## src/rtl/dm_store_buf_pkg.sv

```systemverilog
// Store-op encodings, buffered entry layout and the store alignment helpers.
// The load extender and the control decoder import the same package.
package dm_store_buf_pkg;

    localparam logic [1:0] ST_NONE = 2'b00;
    localparam logic [1:0] ST_B    = 2'b01;
    localparam logic [1:0] ST_H    = 2'b10;
    localparam logic [1:0] ST_W    = 2'b11;

    // One buffered store: word address, byte lanes and lane-replicated data.
    typedef struct packed {
        logic [29:0] waddr;
        logic [3:0]  be;
        logic [31:0] wdata;
    } st_entry_t;

    // Returns {be, wdata}. Data is replicated across lanes so the memory
    // only needs the byte enables to pick the right bytes.
    function automatic logic [35:0] st_align(input logic [1:0]  op,
                                             input logic [1:0]  addr,
                                             input logic [31:0] data);
        logic [3:0]  be;
        logic [31:0] wdata;
        be    = 4'b0000;
        wdata = 32'h0;
        case (op)
            ST_B: begin
                be    = 4'b0001 << addr;
                wdata = {4{data[7:0]}};
            end
            ST_H: begin
                be    = addr[1] ? 4'b1100 : 4'b0011;
                wdata = {2{data[15:0]}};
            end
            ST_W: begin
                be    = 4'b1111;
                wdata = data;
            end
            default: begin
                be    = 4'b0000;
                wdata = 32'h0;
            end
        endcase
        return {be, wdata};
    endfunction

    // Halfwords need an even address, words a word-aligned one.
    function automatic logic st_misaligned(input logic [1:0] op,
                                           input logic [1:0] addr);
        return ((op == ST_H) && addr[0]) || ((op == ST_W) && (addr != 2'b00));
    endfunction

endpackage

```

## src/rtl/dm_store_buf_fifo.sv

```systemverilog
// Small store FIFO with async reset. Entries are plain registers so the
// hazard comparators can see every slot's address and occupancy at once.
module store_fifo
    import dm_store_buf_pkg::*;
#(
    parameter int DEPTH = 2
) (
    input  logic                   clk,
    input  logic                   reset,
    input  logic                   push,
    input  st_entry_t              push_entry,
    input  logic                   pop,
    output st_entry_t              head,
    output logic                   full,
    output logic                   empty,
    output logic [DEPTH-1:0]       entry_valid,
    output logic [DEPTH-1:0][29:0] entry_waddr
);

    localparam int PW = $clog2(DEPTH);
    localparam logic [PW:0] FULL_CNT = DEPTH[PW:0];

    st_entry_t     mem_reg [DEPTH];
    logic [PW-1:0] rd_ptr_reg;
    logic [PW-1:0] wr_ptr_reg;
    logic [PW:0]   count_reg;

    // Pointers wrap naturally since DEPTH is a power of two.
    always_ff @(posedge clk or posedge reset) begin
        if (reset) begin
            rd_ptr_reg <= '0;
            wr_ptr_reg <= '0;
            count_reg  <= '0;
        end else begin
            if (push) wr_ptr_reg <= wr_ptr_reg + 1'b1;
            if (pop)  rd_ptr_reg <= rd_ptr_reg + 1'b1;
            case ({push, pop})
                2'b10:   count_reg <= count_reg + 1'b1;
                2'b01:   count_reg <= count_reg - 1'b1;
                default: count_reg <= count_reg;
            endcase
        end
    end

    genvar gi;
    generate
        for (gi = 0; gi < DEPTH; gi++) begin : g_slot
            logic [PW-1:0] offset;

            // Each slot captures the incoming entry when the write pointer is on it.
            always_ff @(posedge clk or posedge reset) begin
                if (reset) begin
                    mem_reg[gi] <= '0;
                end else if (push && (wr_ptr_reg == PW'(gi))) begin
                    mem_reg[gi] <= push_entry;
                end
            end

            // A slot is occupied if it lies within count positions of the head.
            assign offset          = PW'(gi) - rd_ptr_reg;
            assign entry_valid[gi] = ({1'b0, offset} < count_reg);
            assign entry_waddr[gi] = mem_reg[gi].waddr;
        end
    endgenerate

    assign head  = mem_reg[rd_ptr_reg];
    assign full  = (count_reg == FULL_CNT);
    assign empty = (count_reg == '0);

endmodule

```

## src/rtl/dm_store_buf.sv

```systemverilog
// Store buffer: aligns sb/sh/sw requests, flags misaligned stores, queues
// them for the memory port and reports loads hitting a pending store.
module dm_store_buf
    import dm_store_buf_pkg::*;
#(
    parameter int DEPTH = 2
) (
    input  logic        clk,
    input  logic        reset,
    input  logic        st_valid,
    input  logic [1:0]  st_op,
    input  logic [31:0] st_addr,
    input  logic [31:0] st_data,
    output logic        st_ready,
    output logic        st_exc,
    input  logic        ld_valid,
    input  logic [31:0] ld_addr,
    output logic        ld_hazard,
    output logic        mem_wvalid,
    output logic [31:0] mem_addr,
    output logic [3:0]  mem_be,
    output logic [31:0] mem_wdata,
    input  logic        mem_wready,
    output logic        busy
);

    logic                   push;
    logic                   pop;
    logic                   full;
    logic                   empty;
    logic [35:0]            aligned;
    st_entry_t              push_entry;
    st_entry_t              head;
    logic [DEPTH-1:0]       entry_valid;
    logic [DEPTH-1:0][29:0] entry_waddr;
    logic [DEPTH-1:0]       hit;
    logic                   unused_ld_bits;

    // Hazard compares are word-granular, so the load byte offset is irrelevant.
    assign unused_ld_bits = &{1'b0, ld_addr[1:0]};

    assign st_exc   = st_valid && st_misaligned(st_op, st_addr[1:0]);
    assign st_ready = !full;
    assign push     = st_valid && (st_op != ST_NONE) && !st_exc && st_ready;
    assign pop      = mem_wvalid && mem_wready;

    assign aligned    = st_align(st_op, st_addr[1:0], st_data);
    assign push_entry = '{waddr: st_addr[31:2], be: aligned[35:32], wdata: aligned[31:0]};

    store_fifo #(
        .DEPTH(DEPTH)
    ) u_fifo (
        .clk         (clk),
        .reset       (reset),
        .push        (push),
        .push_entry  (push_entry),
        .pop         (pop),
        .head        (head),
        .full        (full),
        .empty       (empty),
        .entry_valid (entry_valid),
        .entry_waddr (entry_waddr)
    );

    assign mem_wvalid = !empty;
    assign busy       = !empty;
    assign mem_addr   = {head.waddr, 2'b00};
    assign mem_be     = head.be;
    assign mem_wdata  = head.wdata;

    genvar gi;
    generate
        for (gi = 0; gi < DEPTH; gi++) begin : g_hit
            assign hit[gi] = entry_valid[gi] && (entry_waddr[gi] == ld_addr[31:2]);
        end
    endgenerate

    assign ld_hazard = ld_valid && (|hit);

endmodule

```

## config.mk

```make
export PLATFORM = sky130hd
export DESIGN_NAME = dm_store_buf
export DESIGN_NICKNAME = d
export VERILOG_FILES = /design/src/rtl/dm_store_buf_pkg.sv /design/src/rtl/dm_store_buf_fifo.sv /design/src/rtl/dm_store_buf.sv
export SDC_FILE = /design/constraint.sdc
export NUM_CORES = 1
export LEC_CHECK = 0
export CORE_MARGIN = 3
export CORE_UTILIZATION = 45
export DETAILED_ROUTE_END_ITERATION = 7
export PLACE_DENSITY = 0.76
export SETUP_SLACK_MARGIN = 0.5
export SLEW_MARGIN = 30
export SYNTH_ARGS = -nofsm -noshare
export SYNTH_HDL_FRONTEND = slang
export SYNTH_SLANG_ARGS = --single-unit
```

## constraint.sdc

```tcl
create_clock -name clk -period 10.2 [get_ports clk]
set_input_delay 1.02 -clock clk [delete_from_list [all_inputs] [get_ports clk]]
set_output_delay 1.02 -clock clk [all_outputs]
set_load 0.02 [all_outputs]
```

==> results.md, run 1 <==
* Area share of fa/ha/maj cells after synthesis at 0.00171
* Synthesized area at 0.00733 mm2
* Kind of critical path: in2out
* # nets final at 821
* Number of global-route vias before repair at 5630
* Static leakage at 4.10 nW
* Num CTS Buffers at 17
* Simple-Gate Fraction of Synth Area at 0.0476
* Max Cap Violations at 0
* Fin crit share at 0.439
* Drc violations at 0
* Final Hold Fails at 0
* Endpoints failing setup at 0
* Post-synth top area cell: dfrtp_1
* RSZ-0062 raised after global routing: false
* Initial core utilization at 0.461
* CTS Hold Bufs at 0
* Cells after synthesis at 554
* Routed Antenna Nets at 0
* Setup bufs post-CTS at 0
* DIE AREA at 0.0179 mm2
* Placer congestion estimate at 0.885
* Relative slew slack at 0.468
* IO buf count at 171
* Yosys cell types at 33
* H-tree levels at 4
* Post-place setup slack at 5.73 ns
* Fmax at 0.223 GHz
* Area growth syn-to-layout at 32.4%
* Routed wire length at 19400 um
* Async set or reset register ratio after synthesis at 1.00
* Core Area at 0.0159 mm2
* Area of the multi-input gates at 0.00369 mm2
* GRT overflow at 0
* Die Y at 134 um
* Yosys warns at 0
* Endpoint class of the critical path: output pin
* Via density at 5.35
* First-pass GRT wire length at 30700 um
* Layout cells sized above 1 at 0.331
* Overall Global Routing Usage at 0.222
* VDD IR max at 0.178 mV
* Setup TNS at 0 ns
* Post-synth EDFFs at 0
* Required @ worst endpoint at 9.18 ns
* Share of the synthesized area in the top cell type at 0.464
* DP Cell Count at 914
* CP Launch Type: primary input
* Status: finished, final reports clean
* Area contributors post-synth: dfrtp_1 (46%), mux2_2 (24%), mux2_4 (8.2%)
* Max reg flops at 72
* Final min period at 4.48 ns
* Largest family of logic cells by synthesized area: multiplexers
* Worst min path class: reg2reg
* Setup slack after layout at 5.72 ns
* Post-synthesis xor/xnor area fraction at 0.0777
* Largest net degree at the start of global routing at 77
* Worst slew pin tran at 0.798 ns
* Arr. time, crit path at 3.46 ns
* Complex-gate fraction of the synthesized area at 0.0338
* Prevailing post-synth register cell: dfrtp_1
* Routed len/inst at 20.6 um
* Final Slew Violations at 0
* Vias at 5053
* Count of cells resized by post-cts repair at 0
* Top Ports at 176
* Synth Register Bits at 136
* HPWL after DPL at 13900 um
* Final non-filler cell total at 945
* Sequential fraction of the synthesis area at 0.464
* Post-Route Skew at 0.00535 ns
* Syn Area/Cell at 13.2 um2
* Top-count cell post-synth: mux2_2
* First drt pass iteration count at 4
* First DRT Iteration DRCs at 319
* Power density cells at 333 mW/mm2
* Storage element area at 0.00340 mm2
* CP max FO at 2
* N_diodes at 0
* Clock slew at the register clock pins of the worst setup and hold paths at 0.06 ns
* Clock sink count at 136
* Synth cell count leaders: mux2_2 (158), dfrtp_1 (136), xnor2_1 (52), mux2_4 (40), a21oi_1 (16)
* Multiplexer area fraction after synthesis at 0.341
* CTS tree: yes
* Antenna violations before repair at 0
* CTS max path bufs at 2
* Worst-Skew Late Latency at 0.42 ns
* Die outline width at 134 um
* Num rows at 46
* Fill count at 1233
* Root Buffer: clkbuf_16
-- stage by stage --
step / total power [mW] / hold slack (ns) / util / area, um2
CTS: 3.26 / 0.505 / 0.611 / 9700
global placement: 2.64 / 0.483 / 0.575 / 9140
detailed placement: 2.69 / 0.488 / 0.577 / 9170
finish: 3.23 / 0.504 / 0.611 / 9700
global route: 3.40 / 0.509 / 0.611 / 9700
floorplan: 2.05 / 0.467 / - / 7330
-- final timing paths --
check | endpoint | start | cells past startpoint | slack, ns
max | ld_hazard | ld_addr[11] | 7 | 5.72
max in group asynchronous | u_fifo.mem_reg[89] | reset | 3 | 7.93
min in group asynchronous | u_fifo.entry_waddr[31] | reset | 2 | 1.10
min reg2reg | u_fifo.mem_reg[34] | u_fifo.mem_reg[34] | 1 | 0.50
min | u_fifo.mem_reg[34] | u_fifo.mem_reg[34] | 1 | 0.50
max reg2reg | u_fifo.mem_reg[6] | u_fifo.count_reg[0] | 5 | 7.62
-- critical path, stage by stage --
cell	delay, ns
clkdlybuf4s50_1	0.48
xnor2_1	0.31
nand4_1	0.16
nor4_1	0.41
nand4_1	0.19
a21boi_0	0.24
clkdlybuf4s50_1	0.65
-- layout by cell type (no fill, tap or decap), types with 7 or more instances in the layout --
| cell type | synthesis | routed |
|---|---|---|
| mux2i_1 | 12 | 12 |
| nand2_1 | 15 | 15 |
| xor2_1 | 13 | 13 |
| dfrtp_1 | 136 | 135 |
| clkinvlp_4 | 0 | 7 |
| clkbuf_16 | 0 | 17 |
| xnor2_1 | 52 | 52 |
| clkdlybuf4s50_1 | 0 | 171 |
| a21oi_1 | 16 | 16 |
| a22o_1 | 10 | 10 |
| mux2_2 | 158 | 158 |
| mux2_4 | 40 | 40 |
| o21ai_0 | 13 | 13 |
| nand4_1 | 13 | 13 |
-- routing by layer --
| metal | up-vias | wire length (um) | global-route usage |
|---|---|---|---|
| met5 | - | 0 | 0 |
| li1 | 2286 | - | - |
| met2 | 200 | 9720 | 0.378 |
| met3 | 26 | 1550 | 0.0755 |
| met1 | 2541 | 7770 | 0.267 |
| met4 | 0 | 395 | 0.0674 |
-- report_power, final --
group / internal, mW / switching, mW / leakage, nW / total (mW)
sequential: 0.813 / 0.225 / 1.65 / 1.04
combinational: 0.940 / 0.704 / 2.22 / 1.64
clock: 0.309 / 0.239 / 0.239 / 0.549
-- final cells by class --
cell class	instances	area share
clock inverters	14	0.0110
clock buffers	17	0.0438
repair buffers	177	0.184
inverters	5	0.00219
flip-flops and latches	136	0.351
multi-input cells	380	0.381
well taps	216	0.0279
-- cell families after synthesis --
family | Yosys count
mux | 210
flops | 136
xor+xnor | 65
simple gates | 61
compound gates | 41
buf+inv | 39
fa+ha+maj | 1
other cells | 1
Note: power is estimated with default switching activity, not from simulation.
==> run 2, diff against run 1 <==
==> constraint.sdc (replaced) <==
create_clock -name clk -period 4.2 [get_ports clk]
set_input_delay 0.42 -clock clk [delete_from_list [all_inputs] [get_ports clk]]
set_output_delay 0.42 -clock clk [all_outputs]
set_load 0.02 [all_outputs]
==> run 2 against run 1 <==
  * Cell count grew 0.42%
  * Clock power rose to 2.8 times the previous value
  * Largest cell class unchanged
  * Critical endpoint unchanged
  * Die area is the same
  * First-iteration DRC count is 38% lower
  * Register-to-register slack worse by 5.5 ns
  * Sequential power grew 140%
  * Global-route usage fell by 0.62 points
  * Via count is essentially flat
  * Clock-buffer cell count unchanged
  * Sequential share of layout area down 0.34 points
  * Core utilization up 0.59 points
==> results.md, run 2 (synthesis results as in run 1) <==
* Max reg flops at 72 (unchanged)
* Fin util at 0.617 (+0.00591)
* Post-place setup slack at 0.858 ns (-4.88 ns)
* Routed len/inst at 20.0 um (-2.8%)
* GRT overflow at 0 (unchanged)
* Num CTS Buffers at 17 (unchanged)
* DIE AREA at 0.0179 mm2 (unchanged)
* HPWL after DPL at 13600 um (-2.1%)
* CP max FO at 2 (unchanged)
* Number of global-route vias before repair at 5411 (-3.9%)
* Count of cells resized by post-cts repair at 0 (unchanged)
* First-pass GRT wire length at 30000 um (-2.4%)
* Placer congestion estimate at 0.907 (+2.6%)
* Status: finished, final reports clean
* Required @ worst endpoint at 3.78 ns (-5.40 ns)
* Fin crit share at 0.802
* Setup TNS at 0 ns (unchanged)
* Core Area at 0.0159 mm2 (unchanged)
* Max Cap Violations at 0 (unchanged)
* Vias at 5048 (-0.099%)
* IO buf count at 171 (unchanged)
* Static leakage at 4.18 nW (+1.7%)
* Clock slew at the register clock pins of the worst setup and hold paths at 0.07 ns (about the same)
* Overall Global Routing Usage at 0.215 (-0.00624)
* Relative slew slack at 0.430 (-0.0378)
* CTS max path bufs at 2 (unchanged)
* Post-Route Skew at 0.0115 ns (+0.00613 ns)
* First drt pass iteration count at 4 (unchanged)
* Commonest non-fill, non-tap cell in the layout: clkdlybuf4s50_1
* Fmax at 0.297 GHz
* H-tree levels at 4 (unchanged)
* Final Slew Violations at 0 (unchanged)
* RSZ-0062 raised after global routing: false
* Endpoints failing setup at 0 (unchanged)
* Initial core utilization at 0.461 (unchanged)
* Top Ports at 176 (unchanged)
* Final Hold Fails at 0 (unchanged)
* Endpoint class of the critical path: output pin
* Largest net degree at the start of global routing at 77 (unchanged)
* Arr. time, crit path at 2.95 ns (-0.51 ns)
* Routed Antenna Nets at 0 (unchanged)
* Via density at 5.32 (-0.52%)
* N_diodes at 0 (unchanged)
* VDD IR max at 0.435 mV (+140%)
* Layout cells sized above 1 at 0.334 (+0.00365)
* Worst min path class: in2async
* Area growth syn-to-layout at 33.6%
* Clock sink count at 136 (unchanged)
* # nets final at 824 (+0.37%)
* CP Launch Type: primary input
* Setup bufs post-CTS at 0 (unchanged)
* CTS Hold Bufs at 0 (unchanged)
* Worst slew pin tran at 0.855 ns (+0.0567 ns)
* Drc violations at 0 (unchanged)
* Num rows at 46 (unchanged)
* Worst-Skew Late Latency at 0.43 ns (about the same)
* CTS tree: yes
* Die Y at 134 um (unchanged)
* Die outline width at 134 um (unchanged)
* Setup slack after layout at 0.832 ns (-4.89 ns)
* Final min period at 3.37 ns
* Kind of critical path: in2out
* Antenna violations before repair at 0 (unchanged)
* Root Buffer: clkbuf_16
* Routed wire length at 19000 um (-2.4%)
* Power density cells at 818 mW/mm2 (+150%)
* First DRT Iteration DRCs at 199 (-38%)
* Most frequent cells in the layout: clkdlybuf4s50_1 (171), mux2_2 (158), dfrtp_1 (135), xnor2_1 (52), mux2_4 (40)
[run 2: changes by cell type in the layout (fill, tap and decap cells not counted), sizes merged]
cell	delta
clkinv	-4
bufinv	+1
inv	+10
buf	+3
clkinvlp	-6
[run 2: path summary, 6_finish.rpt]
kind	startpoint	to	slack, ns	depth (start not counted)
setup reg to reg	u_fifo.count_reg[0]	u_fifo.entry_waddr[58]	2.10	5
min in group clk	u_fifo.mem_reg[98]	u_fifo.mem_reg[98]	0.50	1
hold reg to reg	u_fifo.mem_reg[98]	u_fifo.mem_reg[98]	0.50	1
hold / removal	reset	u_fifo.entry_waddr[34]	0.42	2
setup / recovery	ld_addr[11]	ld_hazard	0.83	7
max in group asynchronous	reset	u_fifo.entry_waddr[49]	2.90	3
[run 2: worst max-delay path: stages]
cell and delay (ns):
clkdlybuf4s50_1 0.46, xnor2_1 0.34, nand4_1 0.17, nor4_1 0.46
nand4_1 0.16, a21boi_0 0.27, clkdlybuf4s50_1 0.67
[run 2: power by group]
group / switching [mW] / total [mW] / internal [mW] / leakage (nW)
sequential: 0.498 / 2.47 / 1.97 / 1.65
clock: 0.651 / 1.51 / 0.855 / 0.298
combinational: 1.75 / 4.03 / 2.29 / 2.23
[run 2: final cells by class]
cell class / instances / area (um2)
Tap cell: 216 / 270
Clock inverter: 15 / 175
Multi-Input combinational cell: 380 / 3690
Fill cell: 1261 / 6090
Sequential cell: 136 / 3400
Clock buffer: 17 / 425
Inverter: 5 / 22.5
Timing Repair Buffer: 180 / 1800
[run 2: per-stage QoR]
stage | std cells | area, um2 | hold WS, ns | power, mW
after global placement | 917 | 9200 | 0.484 | 6.42
after global routing | 949 | 9800 | 0.450 | 8.41
after detailed placement | 917 | 9200 | 0.488 | 6.52
after CTS | 949 | 9800 | 0.412 | 8.08
final | 949 | 9800 | 0.423 | 8.01
after floorplan | 555 | 7340 | 0.467 | 4.98
[run 2: layer usage]
layer | up-vias | global-route usage | part of all wire
met5 | - | 0 | 0
met4 | 0 | 0.0611 | 0.018
met3 | 23 | 0.0665 | 0.070
met2 | 202 | 0.362 | 0.49
met1 | 2521 | 0.270 | 0.43
li1 | 2302 | - | -
